### src/rtl/fetch_arbiter.sv
// Round-robin arbiter sharing one fetch port between read and write controllers; one fetch in flight.
// Latency: req in IDLE -> fetch_req next cycle; fetch_done -> owner done pulse next cycle; fetch_gnt low holds ISSUE.
module fetch_arbiter #(
  parameter int addr_width = 32,
  parameter int list_depth = 4,
  localparam int TW = (list_depth > 1) ? $clog2(list_depth) : 1
) (
  input  logic                  clk,
  input  logic                  rst_n,
  input  logic                  rd_fetch_req,
  input  logic [1:0]            rd_fetch_cmd,
  input  logic [TW-1:0]         rd_fetch_tag,
  input  logic [addr_width-1:0] rd_fetch_addr,
  output logic                  rd_fetch_gnt,
  output logic                  rd_fetch_done,
  input  logic                  wr_fetch_req,
  input  logic [1:0]            wr_fetch_cmd,
  input  logic [TW-1:0]         wr_fetch_tag,
  input  logic [addr_width-1:0] wr_fetch_addr,
  output logic                  wr_fetch_gnt,
  output logic                  wr_fetch_done,
  output logic                  fetch_req,
  output logic [1:0]            fetch_cmd,
  output logic [TW-1:0]         fetch_tag,
  output logic [addr_width-1:0] fetch_addr,
  output logic                  fetch_src,
  input  logic                  fetch_gnt,
  input  logic                  fetch_done,
  output logic                  busy,
  output logic                  proto_err
);

  typedef enum logic [1:0] {IDLE, ISSUE, WAIT} state_t;

  state_t                state_q, state_d;
  logic                  rr_q, rr_d;  // 1: write wins the next tie
  logic                  src_q, src_d;
  logic [1:0]            cmd_q, cmd_d;
  logic [TW-1:0]         tag_q, tag_d;
  logic [addr_width-1:0] addr_q, addr_d;
  logic                  fetch_req_q, fetch_req_d;
  logic                  busy_q, busy_d;
  logic                  proto_err_q, proto_err_d;
  logic                  rd_gnt_q, rd_gnt_d, wr_gnt_q, wr_gnt_d;
  logic                  rd_done_q, rd_done_d, wr_done_q, wr_done_d;
  logic                  sel_wr;

  always_comb begin
    state_d     = state_q;
    rr_d        = rr_q;
    src_d       = src_q;
    cmd_d       = cmd_q;
    tag_d       = tag_q;
    addr_d      = addr_q;
    rd_gnt_d    = 1'b0;
    wr_gnt_d    = 1'b0;
    rd_done_d   = 1'b0;
    wr_done_d   = 1'b0;
    sel_wr      = wr_fetch_req && (!rd_fetch_req || rr_q);
    // A completion outside WAIT has no fetch to retire; flag it and otherwise ignore it.
    proto_err_d = proto_err_q || (fetch_done && (state_q != WAIT));
    case (state_q)
      IDLE: begin
        if (rd_fetch_req || wr_fetch_req) begin
          state_d = ISSUE;
          src_d   = sel_wr;
          rr_d    = !sel_wr;
          cmd_d   = sel_wr ? wr_fetch_cmd  : rd_fetch_cmd;
          tag_d   = sel_wr ? wr_fetch_tag  : rd_fetch_tag;
          addr_d  = sel_wr ? wr_fetch_addr : rd_fetch_addr;
        end
      end
      ISSUE: begin
        if (fetch_gnt) begin
          state_d  = WAIT;
          rd_gnt_d = !src_q;
          wr_gnt_d = src_q;
        end
      end
      WAIT: begin
        if (fetch_done) begin
          state_d   = IDLE;
          rd_done_d = !src_q;
          wr_done_d = src_q;
        end
      end
      default: state_d = IDLE;
    endcase
    fetch_req_d = (state_d == ISSUE);
    busy_d      = (state_d != IDLE);
  end

  always_ff @(posedge clk or negedge rst_n) begin
    if (!rst_n) begin
      state_q     <= IDLE;
      rr_q        <= 1'b0;
      src_q       <= 1'b0;
      cmd_q       <= '0;
      tag_q       <= '0;
      addr_q      <= '0;
      fetch_req_q <= 1'b0;
      busy_q      <= 1'b0;
      proto_err_q <= 1'b0;
      rd_gnt_q    <= 1'b0;
      wr_gnt_q    <= 1'b0;
      rd_done_q   <= 1'b0;
      wr_done_q   <= 1'b0;
    end else begin
      state_q     <= state_d;
      rr_q        <= rr_d;
      src_q       <= src_d;
      cmd_q       <= cmd_d;
      tag_q       <= tag_d;
      addr_q      <= addr_d;
      fetch_req_q <= fetch_req_d;
      busy_q      <= busy_d;
      proto_err_q <= proto_err_d;
      rd_gnt_q    <= rd_gnt_d;
      wr_gnt_q    <= wr_gnt_d;
      rd_done_q   <= rd_done_d;
      wr_done_q   <= wr_done_d;
    end
  end

  assign rd_fetch_gnt  = rd_gnt_q;
  assign wr_fetch_gnt  = wr_gnt_q;
  assign rd_fetch_done = rd_done_q;
  assign wr_fetch_done = wr_done_q;
  assign fetch_req     = fetch_req_q;
  assign fetch_cmd     = cmd_q;
  assign fetch_tag     = tag_q;
  assign fetch_addr    = addr_q;
  assign fetch_src     = src_q;
  assign busy          = busy_q;
  assign proto_err     = proto_err_q;

endmodule

### config.mk
export PLATFORM = sky130hd
export DESIGN_NAME = fetch_arbiter
export DESIGN_NICKNAME = d
export VERILOG_FILES = /design/src/rtl/fetch_arbiter.sv
export SDC_FILE = /design/constraint.sdc
export NUM_CORES = 1
export LEC_CHECK = 0
export CORE_ASPECT_RATIO = 1.1
export CORE_UTILIZATION = 47
export CTS_CLUSTER_SIZE = 8
export DETAILED_ROUTE_END_ITERATION = 8
export DONT_BUFFER_PORTS = 1
export SLEW_MARGIN = 10
export SYNTH_ARGS = -nofsm -noshare
export SYNTH_HDL_FRONTEND = slang
export SYNTH_SLANG_ARGS = --single-unit
### constraint.sdc
create_clock -name clk -period 1.8 [get_ports clk]
set_input_delay 0.18 -clock clk [delete_from_list [all_inputs] [get_ports clk]]
set_output_delay 0.18 -clock clk [all_outputs]
set_load 0.005 [all_outputs]
Word-level counts from Yosys, hierarchy flattened:

Cells that the tools add are included.

* equal/unequal tests: 4
* multiplexer cells: 15
* reduce and logical (&&, ||, !) cells: 11

Operators by type and width (count)
* $mux 32: 1
* $mux 2: 5
* $mux 1: 8
* $pmux 2 s3: 1
* $eq 2x1->1 const B: 2
* $logic_not 1->1: 3
* $logic_or 1x1->1: 3
* $eq 2x2->1 const B: 1
* $logic_and 1x1->1: 2
* $logic_not 2->1: 1
* $ne 2x2->1 const B: 1
* $reduce_and 2->1: 1
* $reduce_bool 2->1: 1

* register bits after elaboration: 47
* input port bits: 78
* output and inout bits: 44
* word-level logic and storage cells: 43

Logic depth before layout (Yosys ltp):

Gate-level depths: netlist of run 1.

* depth after elaboration: 4
* depth in mapped cells: 5
* gate-level depth less buffers: 3

Least setup slack after synthesis of run 1:

Ideal clock, no wire load.

* kind: register to register
* from: reg state_q[0]
* to: reg addr_q[0] (netlist: fetch_addr[0])
* library setup time: 126 ps
* data arrival time: 1283 ps
* required time: 1674 ps
* path slack: 391 ps
* stages on the path, launching flop included: 6
* buffers on the path: 2
* clock period less this slack: 1409 ps
* cell sequence: dfrtp_1 or2_1 buf_6 buf_8 o21a_1 a221o_1

* longest elaborated chain between the ends: 2

Ends and longest elaborated chain
* start: declaration: RTL line 35 `state_t state_q, state_d;`
* start signal: assignment: RTL line 109 `state_q <= state_d;`
* $logic_not 2->1: RTL line 62 `case (state_q)`
* $reduce_and 2->1 (no line)
* end signal: assignment: RTL line 114 `addr_q <= addr_d;`
* end: declaration: RTL line 40 `logic [addr_width-1:0] addr_q, addr_d;`

Every way passes these cells.
A chain may end at the register's enable or synchronous reset.

Final worst setup path of run 1:

* from: reg state_q[0]
* to: reg cmd_q[0] (netlist: fetch_cmd[0])

* longest elaborated chain between the ends: 2

Ends and longest elaborated chain
* $logic_not 2->1: RTL line 62
* $reduce_and 2->1 (no line)
* end signal: assignment: RTL line 112 `cmd_q <= cmd_d;`
* end: declaration: RTL line 38 `logic [1:0] cmd_q, cmd_d;`

Every way passes these cells.

==> out/qor.yml, run 1 <==
syn-instance-count: 160
clkTransAtPathRegs_ns: 0.08
crit_required_ns: 2.02
grt_use_met1: 0.226
grt_start_max_net_pins: 48
yosys-top-cells-area: "dfrtp_1, a221o_1, o21a_1"
clk_path_buf_depth: 2
drtPass1Iterations: 4
post-route-min-period_ns: 1.57
setup_tns_ns: 0
antenna_left: 0
async_reset_ff_frac: 1.00
cts_tree: "built"
grt-busiest-layer: "met2"
clock_skew_ns: 0.00496
drt_wl_total_mm: 4.67
wl_per_cell_um: 21.7
via_per_inst: 6.60
synth_area_leader_cell: "dfrtp_1"
status: "completed"
use_met2: 0.346
hpwlAfterDp_mm: 3.28
avgSynthCellArea_um2: 12.9
critPathTopFamily: "simple AND/OR/NAND/NOR gates"
start_kind: "flip-flop"
yosysUniqueCellTypes: 22
clk_latency_ns: 0.28
grt_antenna_before_repair: 0
num_vias: 1420
cp-end-kind: "flip-flop"
ys_ff_latch: 47
diodes: 0
synth_top_area_share: 0.570
hold_class: "primary input to flip-flop"
synthTopCellsByCount: "dfrtp_1, a221o_1, o21a_1, buf_2, nand2_1"
overflow: 0
path_cells: "nor2_1, and3_1, buf_4, a221o_1"
dieArea_mm2: 0.00466
placed_cell_area_mm2: 0.00207
rsz0062_at_grt: "false"
cp_data_arrival_time_ns: 1.80
critPathMaxFanout: 17
nFillCells: 343
die_h_um: 71.5
ctsResizeCount: 0
p_per_area_mw_per_mm2: 1820
layout_setup_ws_ns: 0.226
grt_pass1_vias: 1549
place_congestion: 0.694
vdd_drop_max_mv: 0.846
htree_levels: 2
die_w_um: 65.2
cts_made_buffers: 5
io_pins: 122
yosysMostFrequentCell: "dfrtp_1"
r2r_slack_ns: 0.23
synth-edff-count: 0
place_ws_ns: 0.235
drt_iter0_markers: 93
yosys_warnings: 0
setup_viol: 0
rows: 24
synthFlopType: "dfrtp_1"
cts_num_sinks: 47
worst_pin_slew_ns: 0.754
grt_pass1_wl_mm: 7.22
path_class: "flip-flop to flip-flop"
maxSlewViolCount: 0
syn_to_final_growth_pct: 7.09
design.core.area_mm2: 0.00408
p_leak_nw: 0.987
seq_area_frac_synth: 0.570
utilization: 0.541
cts-root-buf: "clkbuf_8"
maxCapViolCount: 0
grt_usage: 0.201
fin_area_mm2: 0.00221
path_buf_inv: 1
portBuffers: 0
finalNetCount: 241
register_area_mm2: 0.00118
drc: 0
start_util: 0.506
worst_path_largest_cell_delay_ns: 0.46
finalCritPeriodShare: 0.874
drive_gt1_frac: 0.0982
fmax_ghz: 0.635
grtUsageMet3: 0.0860
synthesis.area_mm2: 0.00206
synth_fp_nets: 238
hold_violations: 0
crit_path_top_delay_cell: "and3_1"
maxSlewHeadroom: 0.497
multi_input_area_um2: 768
-- power breakdown --
group	switching (W)	total (W)	internal [W]
Clock	0.000319	0.000621	0.000302
Sequential	0.000383	0.00192	0.00154
Combinational	0.000689	0.00148	0.000786
-- cell type report --
class | count | area share
clock buffers | 6 | 0.0374
clock inverters | 1 | 0.00226
well taps | 52 | 0.0294
flip-flops and latches | 47 | 0.532
repair buffers | 11 | 0.0498
multi-input cells | 97 | 0.347
inverters | 1 | 0.00170
-- cell usage in the layout (no fill, tap or decap) --
| master | n |
|---|---|
| nor2_2 | 1 |
| o21bai_1 | 1 |
| and3_1 | 4 |
| nand3_1 | 1 |
| a21o_1 | 2 |
| or2b_1 | 1 |
| buf_4 | 7 |
| clkinv_2 | 1 |
| o21ai_0 | 3 |
| nand2b_1 | 1 |
| dlygate4sd3_1 | 3 |
| inv_1 | 1 |
| nand2_1 | 5 |
| dfrtp_1 | 47 |
| nor2_1 | 3 |
| buf_16 | 1 |
| a221o_1 | 36 |
| and2b_1 | 1 |
| or2_1 | 1 |
| clkbuf_8 | 6 |
| nor2b_1 | 1 |
| o21a_1 | 36 |
-- through the flow --
stage               total power, W  std cells  hold WS, ns
global route               0.00430        215       0.0107
floorplan                  0.00317        160       -0.116
CTS                        0.00406        215       0.0218
finish                     0.00402        215       0.0269
global placement           0.00330        204       -0.115
detailed placement         0.00339        204       -0.115
-- cells by family (layout without fill, tap and decap cells) --
group / after synthesis / count (layout) / share of synthesized area
AO/OA/AOI/OAI: 78 / 78 / 0.324
AND/OR/NAND/NOR: 19 / 19 / 0.0485
buffers and inverters: 16 / 19 / 0.0582
flip-flops: 47 / 47 / 0.570
-- path summary, 6_finish.rpt --
kind	from	end	cells past startpoint
max in group asynchronous	rst_n	fetch_addr[3]	2
setup / recovery	state_q[0]	fetch_cmd[0]	4
hold reg to reg	rr_q	rr_q	1
setup reg to reg	state_q[0]	fetch_cmd[0]	4
min in group asynchronous	rst_n	fetch_addr[6]	2
hold / removal	fetch_gnt	state_q[1]	2
-- per-layer routing --
metal  up-vias  share of wire
met1       702           0.38
li1        629              -
met2        81           0.51
met4         0          0.014
met5         -              0
met3         8          0.098
-- worst reg2reg max path: stages (launching register included) --
cell and delay (ns):
dfrtp_1 0.41, nor2_1 0.15, and3_1 0.46, buf_4 0.31
a221o_1 0.18
-- state kept, by name (all words and copies together), names as in the netlist --
signal and count:
rr_q 1, wr_fetch_gnt 1, fetch_cmd 2, proto_err 1
fetch_req 1, fetch_src 1, rd_fetch_done 1, rd_fetch_gnt 1
fetch_addr 32, fetch_tag 2, wr_fetch_done 1, busy 1
state_q 2
-- repair_timing --
action	4_1_cts	5_1_grt
setup buffers	0	0
hold endpoints to repair	50	0
hold buffers	4	0
(Power assumes the default switching activity.)
==> inputs of run 2 (changes only) <==
--- a/config.mk
+++ b/config.mk
@@ -5,11 +5,15 @@
 export SDC_FILE = /design/constraint.sdc
 export NUM_CORES = 1
 export LEC_CHECK = 0
+export CELL_PAD_IN_SITES_DETAIL_PLACEMENT = 1
+export CELL_PAD_IN_SITES_GLOBAL_PLACEMENT = 1
 export CORE_ASPECT_RATIO = 1.1
-export CORE_UTILIZATION = 47
+export CORE_UTILIZATION = 46
 export CTS_CLUSTER_SIZE = 8
 export DETAILED_ROUTE_END_ITERATION = 8
 export DONT_BUFFER_PORTS = 1
+export GPL_ROUTABILITY_DRIVEN = 0
+export PLACE_DENSITY = 0.89
 export SLEW_MARGIN = 10
 export SYNTH_ARGS = -nofsm -noshare
 export SYNTH_HDL_FRONTEND = slang
==> run 2 against run 1 <==
Compared with the run above: worst hold slack worse by 0.0025 ns; highest routed layer unchanged; wire length up 7.9%; critical path type unchanged; setup slack improved by 0.10 ns.
==> out/qor.yml, run 2 (synthesis results as in run 1) <==
clk_latency_ns: 0.29  # about the same
rsz0062_at_grt: "false"
path_cells: "or2_1, buf_4, o21a_1, a221o_1"
wl_per_cell_um: 23.1  # +6.4%
drc: 0  # unchanged
grt_pass1_wl_mm: 7.70  # +6.6%
rr_startpoint: "state_q[0]"
via_per_inst: 6.65  # +0.71%
drtPass1Iterations: 4  # unchanged
post-route-min-period_ns: 1.47  # -0.103 ns
fmax_ghz: 0.680  # +7.0%
wl_met1_mm: 1.89  # +5.8%
drive_gt1_frac: 0.104  # +0.00550
r2r_slack_ns: 0.33  # +0.10 ns
p_leak_nw: 1.00  # +1.4%
finalCritPeriodShare: 0.817  # -0.0572
utilization: 0.520  # -0.0216
maxSlewViolCount: 0  # unchanged
cp_data_arrival_time_ns: 1.64  # -0.16 ns
grt_pass1_vias: 1546  # -0.19%
design.core.area_mm2: 0.00432  # +5.7%
p_sw_frac: 0.343  # -0.00361
critPathTopFamily: "compound AO/OA/AOI/OAI gates"
grt_usage: 0.219  # +0.0179
cp-end-kind: "flip-flop"
worst_pin_slew_ns: 0.469  # -0.285 ns
timing.critical_path.to: "fetch_addr[8]"
p_per_area_mw_per_mm2: 1880  # +3.6%
hpwlAfterDp_mm: 3.60  # +9.8%
grt_start_max_net_pins: 48  # unchanged
p_sw_w: 0.00145  # +4.1%
status: "completed"
worst_path_largest_cell_delay_ns: 0.41  # -0.05 ns
path_buf_inv: 1  # unchanged
whs_ns: 0.0243  # -0.00252 ns
drt_wl_total_mm: 5.04  # +7.9%
maxCapViolCount: 0  # unchanged
clkTransAtPathRegs_ns: 0.08  # about the same
portBuffers: 0  # unchanged
top_layer_used: "met4"
r2r-end: "fetch_addr[8]"
htree_levels: 2  # unchanged
die_w_um: 65.9  # +1.1%
hold_buffers: 4  # unchanged
cts_tree: "built"
start_util: 0.478  # -0.0273
cts-root-buf: "clkbuf_8"
setup_tns_ns: 0  # unchanged
wl_met3_um: 406  # -11%
hold_violations: 0  # unchanged
critPathMaxFanout: 19  # +2
crit_path_top_delay_cell: "dfrtp_1"
antenna_left: 0  # unchanged
postCtsSetupRepairBufs: 0  # unchanged
p_comb_frac: 0.357  # -0.010
die_h_um: 72.3  # +1.0%
crit_cells: 4  # unchanged
pwr-share-seq: 0.459  # -0.019
start_kind: "flip-flop"
clock_skew_ns: 0.00506  # +0.0000998 ns
diodes: 0  # unchanged
num_vias: 1450  # +2.1%
path_class: "flip-flop to flip-flop"
layout_commonest_cell: "dfrtp_1"
final_cell_mix: "dfrtp_1, o21a_1, a221o_1"
setup_viol: 0  # unchanged
largest_reg_flops: 32  # unchanged
p_clk_frac: 0.184  # +0.029
clk_path_buf_depth: 2  # unchanged
maxSlewHeadroom: 0.684  # +0.188
syn_to_final_growth_pct: 8.67
cts_made_buffers: 5  # unchanged
hold_class: "primary input to flip-flop"
dr_wl_met2_mm: 2.67  # +13%
dieArea_mm2: 0.00476  # +2.1%
grt_antenna_before_repair: 0  # unchanged
io_pins: 122  # unchanged
rows: 25  # +4.2%
overflow: 0  # unchanged
finalNetCount: 241  # unchanged
r2r_cells: 4  # unchanged
drt_iter0_markers: 89  # -4.3%
ctsResizeCount: 0  # unchanged
cts_num_sinks: 47  # unchanged
vdd_drop_max_mv: 0.688  # -19%
crit_required_ns: 1.97  # -0.05 ns
p_int_w: 0.00278  # +5.7%
critPathLaunch: "state_q[0]"
-- run 2: metal layers --
layer  vias up  track usage
met1       729        0.244
met4         0       0.0773
li1        628            -
met2        83        0.384
met3        10       0.0755
met5         -            0
-- run 2: area by class of cell --
type,count,area [um^2]
multi-input combinational,97,768
tap,54,67.6
sequential,47,1180
clock buffer,6,82.6
fill,461,2070
timing repair buffer,11,110
inverter,1,3.75
clock inverter,2,35.0
-- run 2: worst min-delay path by stage --
stage	start	endpoint	depth (start not counted)
6_report	fetch_gnt	rd_fetch_gnt	2
5_1_grt	wr_fetch_addr[7]	fetch_addr[7]	1
4_1_cts	fetch_gnt	state_q[1]	2
3_5_place_dp	rst_n	fetch_addr[12]	0
3_3_place_gp	rst_n	fetch_addr[18]	0
2_1_floorplan	rst_n	busy	0
-- run 2: stage by stage --
stage | power [W] | instance area [um^2] | setup slack [ns] | instances
floorplan | 0.00317 | 2060 | 0.391 | 160
global placement | 0.00329 | 2070 | 0.392 | 206
detailed placement | 0.00344 | 2070 | 0.338 | 206
CTS | 0.00427 | 2240 | 0.320 | 218
global route | 0.00450 | 2240 | 0.265 | 218
finish | 0.00422 | 2240 | 0.329 | 218
-- run 2: power by group through the flow --
| stage | combinational, W | clock, W | sequential (W) |
|---|---|---|---|
| 3_3_place_gp | 0.00136 | 0 | 0.00193 |
| 5_1_grt | 0.00166 | 0.000847 | 0.00199 |
| 2_1_floorplan | 0.00134 | 0 | 0.00183 |
| 4_1_cts | 0.00152 | 0.000800 | 0.00194 |
| 6_report | 0.00151 | 0.000778 | 0.00194 |
| 3_5_place_dp | 0.00147 | 0 | 0.00196 |
==> inputs of run 3 (changes only) <==
==> constraint.sdc (replaced) <==
create_clock -name clk -period 1.41 [get_ports clk]
set_input_delay 0.141 -clock clk [delete_from_list [all_inputs] [get_ports clk]]
set_output_delay 0.141 -clock clk [all_outputs]
set_load 0.005 [all_outputs]
==> run 3 against run 2 <==
Compared with the run above: the flow now finishes with violations (negative hold slack, negative setup slack); cell area increased by 25%; clock-buffer cell count unchanged; die area unchanged; total power increased by 40%; flip-flop and latch count unchanged; combinational power increased by 59%; global-route usage increased by 9.7 points; wire length increased by 43%; setup slack got worse by 0.39 ns; clock power increased by 30%.
==> out/qor.yml, run 3 (synthesis results as in run 1) <==
status: "finished, violations left"
violations: "negative hold slack, negative setup slack"
crit_path_top_delay_cell: "dfrtp_1"
rows: 25  # unchanged
grt_usage: 0.316  # +0.0968
wl_met3_um: 526  # +30%
crit_required_ns: 1.58  # -0.39 ns
post-route-min-period_ns: 1.47  # +0.00174 ns
cts_tree: "built"
cts_made_buffers: 5  # unchanged
design.core.area_mm2: 0.00432  # unchanged
maxSlewViolCount: 0  # unchanged
grt_start_max_net_pins: 48  # unchanged
portBuffers: 0  # unchanged
syn_to_final_growth_pct: 36.2
die_w_um: 65.9  # unchanged
wl_per_cell_um: 26.4  # +14%
overflow: 0  # unchanged
die_h_um: 72.3  # unchanged
vdd_drop_max_mv: 1.20  # +74%
p_per_area_mw_per_mm2: 2110  # +12%
clk_latency_ns: 0.29  # about the same
drt_iter0_markers: 158  # +78%
top_layer_used: "met4"
drive_gt1_frac: 0.100  # -0.00366
maxSlewHeadroom: 0.631  # -0.0530
drt_wl_total_mm: 7.23  # +43%
rr_startpoint: "state_q[1]"
final_cells: 274  # +26%
diodes: 0  # unchanged
critPathMaxFanout: 10  # -9
grt_antenna_before_repair: 0  # unchanged
start_util: 0.478  # unchanged
io_pins: 122  # unchanged
worst_pin_slew_ns: 0.547  # +0.0786 ns
hold_depth: 1  # -1
path_class: "flip-flop to flip-flop"
hold_end: "fetch_addr[1]"
htree_levels: 2  # unchanged
num_vias: 1781  # +23%
r2r_cells: 4  # unchanged
r2r-end: "fetch_addr[30]"
finalNetCount: 297  # +23%
layout_commonest_cell: "dlygate4sd3_1"
setup_viol: 29  # +29
r2r_slack_ns: -0.06  # -0.39 ns
path_buf_inv: 1  # unchanged
whs_ns: -0.00379  # -0.0281 ns
cts-root-buf: "clkbuf_8"
drc: 0  # unchanged
via_per_inst: 6.50  # -2.3%
worst_path_largest_cell_delay_ns: 0.41  # about the same
cts_num_sinks: 47  # unchanged
critPathTopFamily: "compound AO/OA/AOI/OAI gates"
layout_setup_ws_ns: -0.0627  # -0.392 ns
final_cell_mix: "dlygate4sd3_1, dfrtp_1, o21a_1, a221o_1, buf_4"
dr_wl_met2_mm: 3.86  # +45%
largest_reg_flops: 32  # unchanged
clock_skew_ns: 0.00387  # -0.00119 ns
nFillCells: 438  # -5.0%
clk_path_buf_depth: 2  # unchanged
wl_met1_mm: 2.44  # +29%
grt_pass1_vias: 1988  # +29%
drtPass1Iterations: 4  # unchanged
total_power_w: 0.00592  # +40%
clkTransAtPathRegs_ns: 0.09  # about the same
maxCapViolCount: 0  # unchanged
worstHoldStart: "wr_fetch_addr[1]"
cp_data_arrival_time_ns: 1.64  # about the same
grt_pass1_wl_mm: 10.6  # +38%
finalCritPeriodShare: 1.04  # +0.227
dieArea_mm2: 0.00476  # unchanged
path_cells: "or2_4, buf_8, o21a_1, a221o_1"
start_kind: "flip-flop"
hpwlAfterDp_mm: 3.62  # +0.51%
hold_violations: 1  # +1
rsz0062_at_grt: "true"
dp.cells: 208  # +0.97%
utilization: 0.651  # +0.132
cp-end-kind: "flip-flop"
p_leak_nw: 1.24  # +24%
antenna_left: 0  # unchanged
fmax_ghz: 0.679  # -0.12%
hold_class: "primary input to flip-flop"
[run 3: worst max-delay path by stage]
| stage | startpoint | end | slack (ns) | cells after the start |
|---|---|---|---|---|
| after floorplan | state_q[0] | fetch_addr[0] | 0.001 | 5 |
| after global placement | state_q[0] | fetch_addr[5] | 0.03 | 4 |
| after detailed placement | state_q[0] | fetch_addr[30] | -0.03 | 4 |
| after CTS | state_q[0] | fetch_addr[5] | -0.02 | 4 |
| after global routing | state_q[1] | fetch_addr[29] | -0.1 | 4 |
| final | state_q[1] | fetch_addr[30] | -0.06 | 4 |
[run 3: through the flow]
stage	instance area, um^2	setup TNS [ns]	setup slack, ns
4_1_cts	2790	-0.243	-0.0197
3_5_place_dp	2080	-0.130	-0.0298
3_3_place_gp	2080	0	0.0251
5_1_grt	2810	-2.18	-0.0997
2_1_floorplan	2060	0	0.00132
6_report	2810	-0.674	-0.0627
[run 3: cell type report]
class / instances / area (um^2) / share of cell area
clock buffers: 6 / 82.6 / 0.0294
clock inverters: 2 / 35.0 / 0.0125
inverters: 1 / 3.75 / 0.00134
repair buffers: 67 / 676 / 0.240
flip-flops and latches: 47 / 1180 / 0.418
well taps: 54 / 67.6 / 0.0240
multi-input cells: 97 / 771 / 0.274
[run 3: where the power goes]
group          internal, W  leakage [nW]  total [W]  switching [W]
registers          0.00196         0.581    0.00251       0.000549
clock network     0.000574        0.0612    0.00101       0.000438
logic              0.00125         0.602    0.00240        0.00115
[run 3: what timing repair did]
action	CTS	global route
endpoints found under the hold margin	80	2
setup endpoints to repair	36	36
buffers inserted	1	0
hold buffers	54	2
resized for setup	5	1
pin swaps	0	4
cloned	1	0
[run 3: worst reg2reg max path: cells and delay by family, from the launching register on]
family | cells | cell delay, ns
DFF | 1 | 0.41
buffers and inverters | 1 | 0.15
AOI/OAI and AO/OA | 2 | 0.51
and+or+nand+nor | 1 | 0.29
[run 3: routing by layer]
metal / vias up / GRT usage
met5: - / 0
met4: 0 / 0.205
met3: 34 / 0.0991
met2: 117 / 0.553
met1: 887 / 0.319
li1: 743 / -
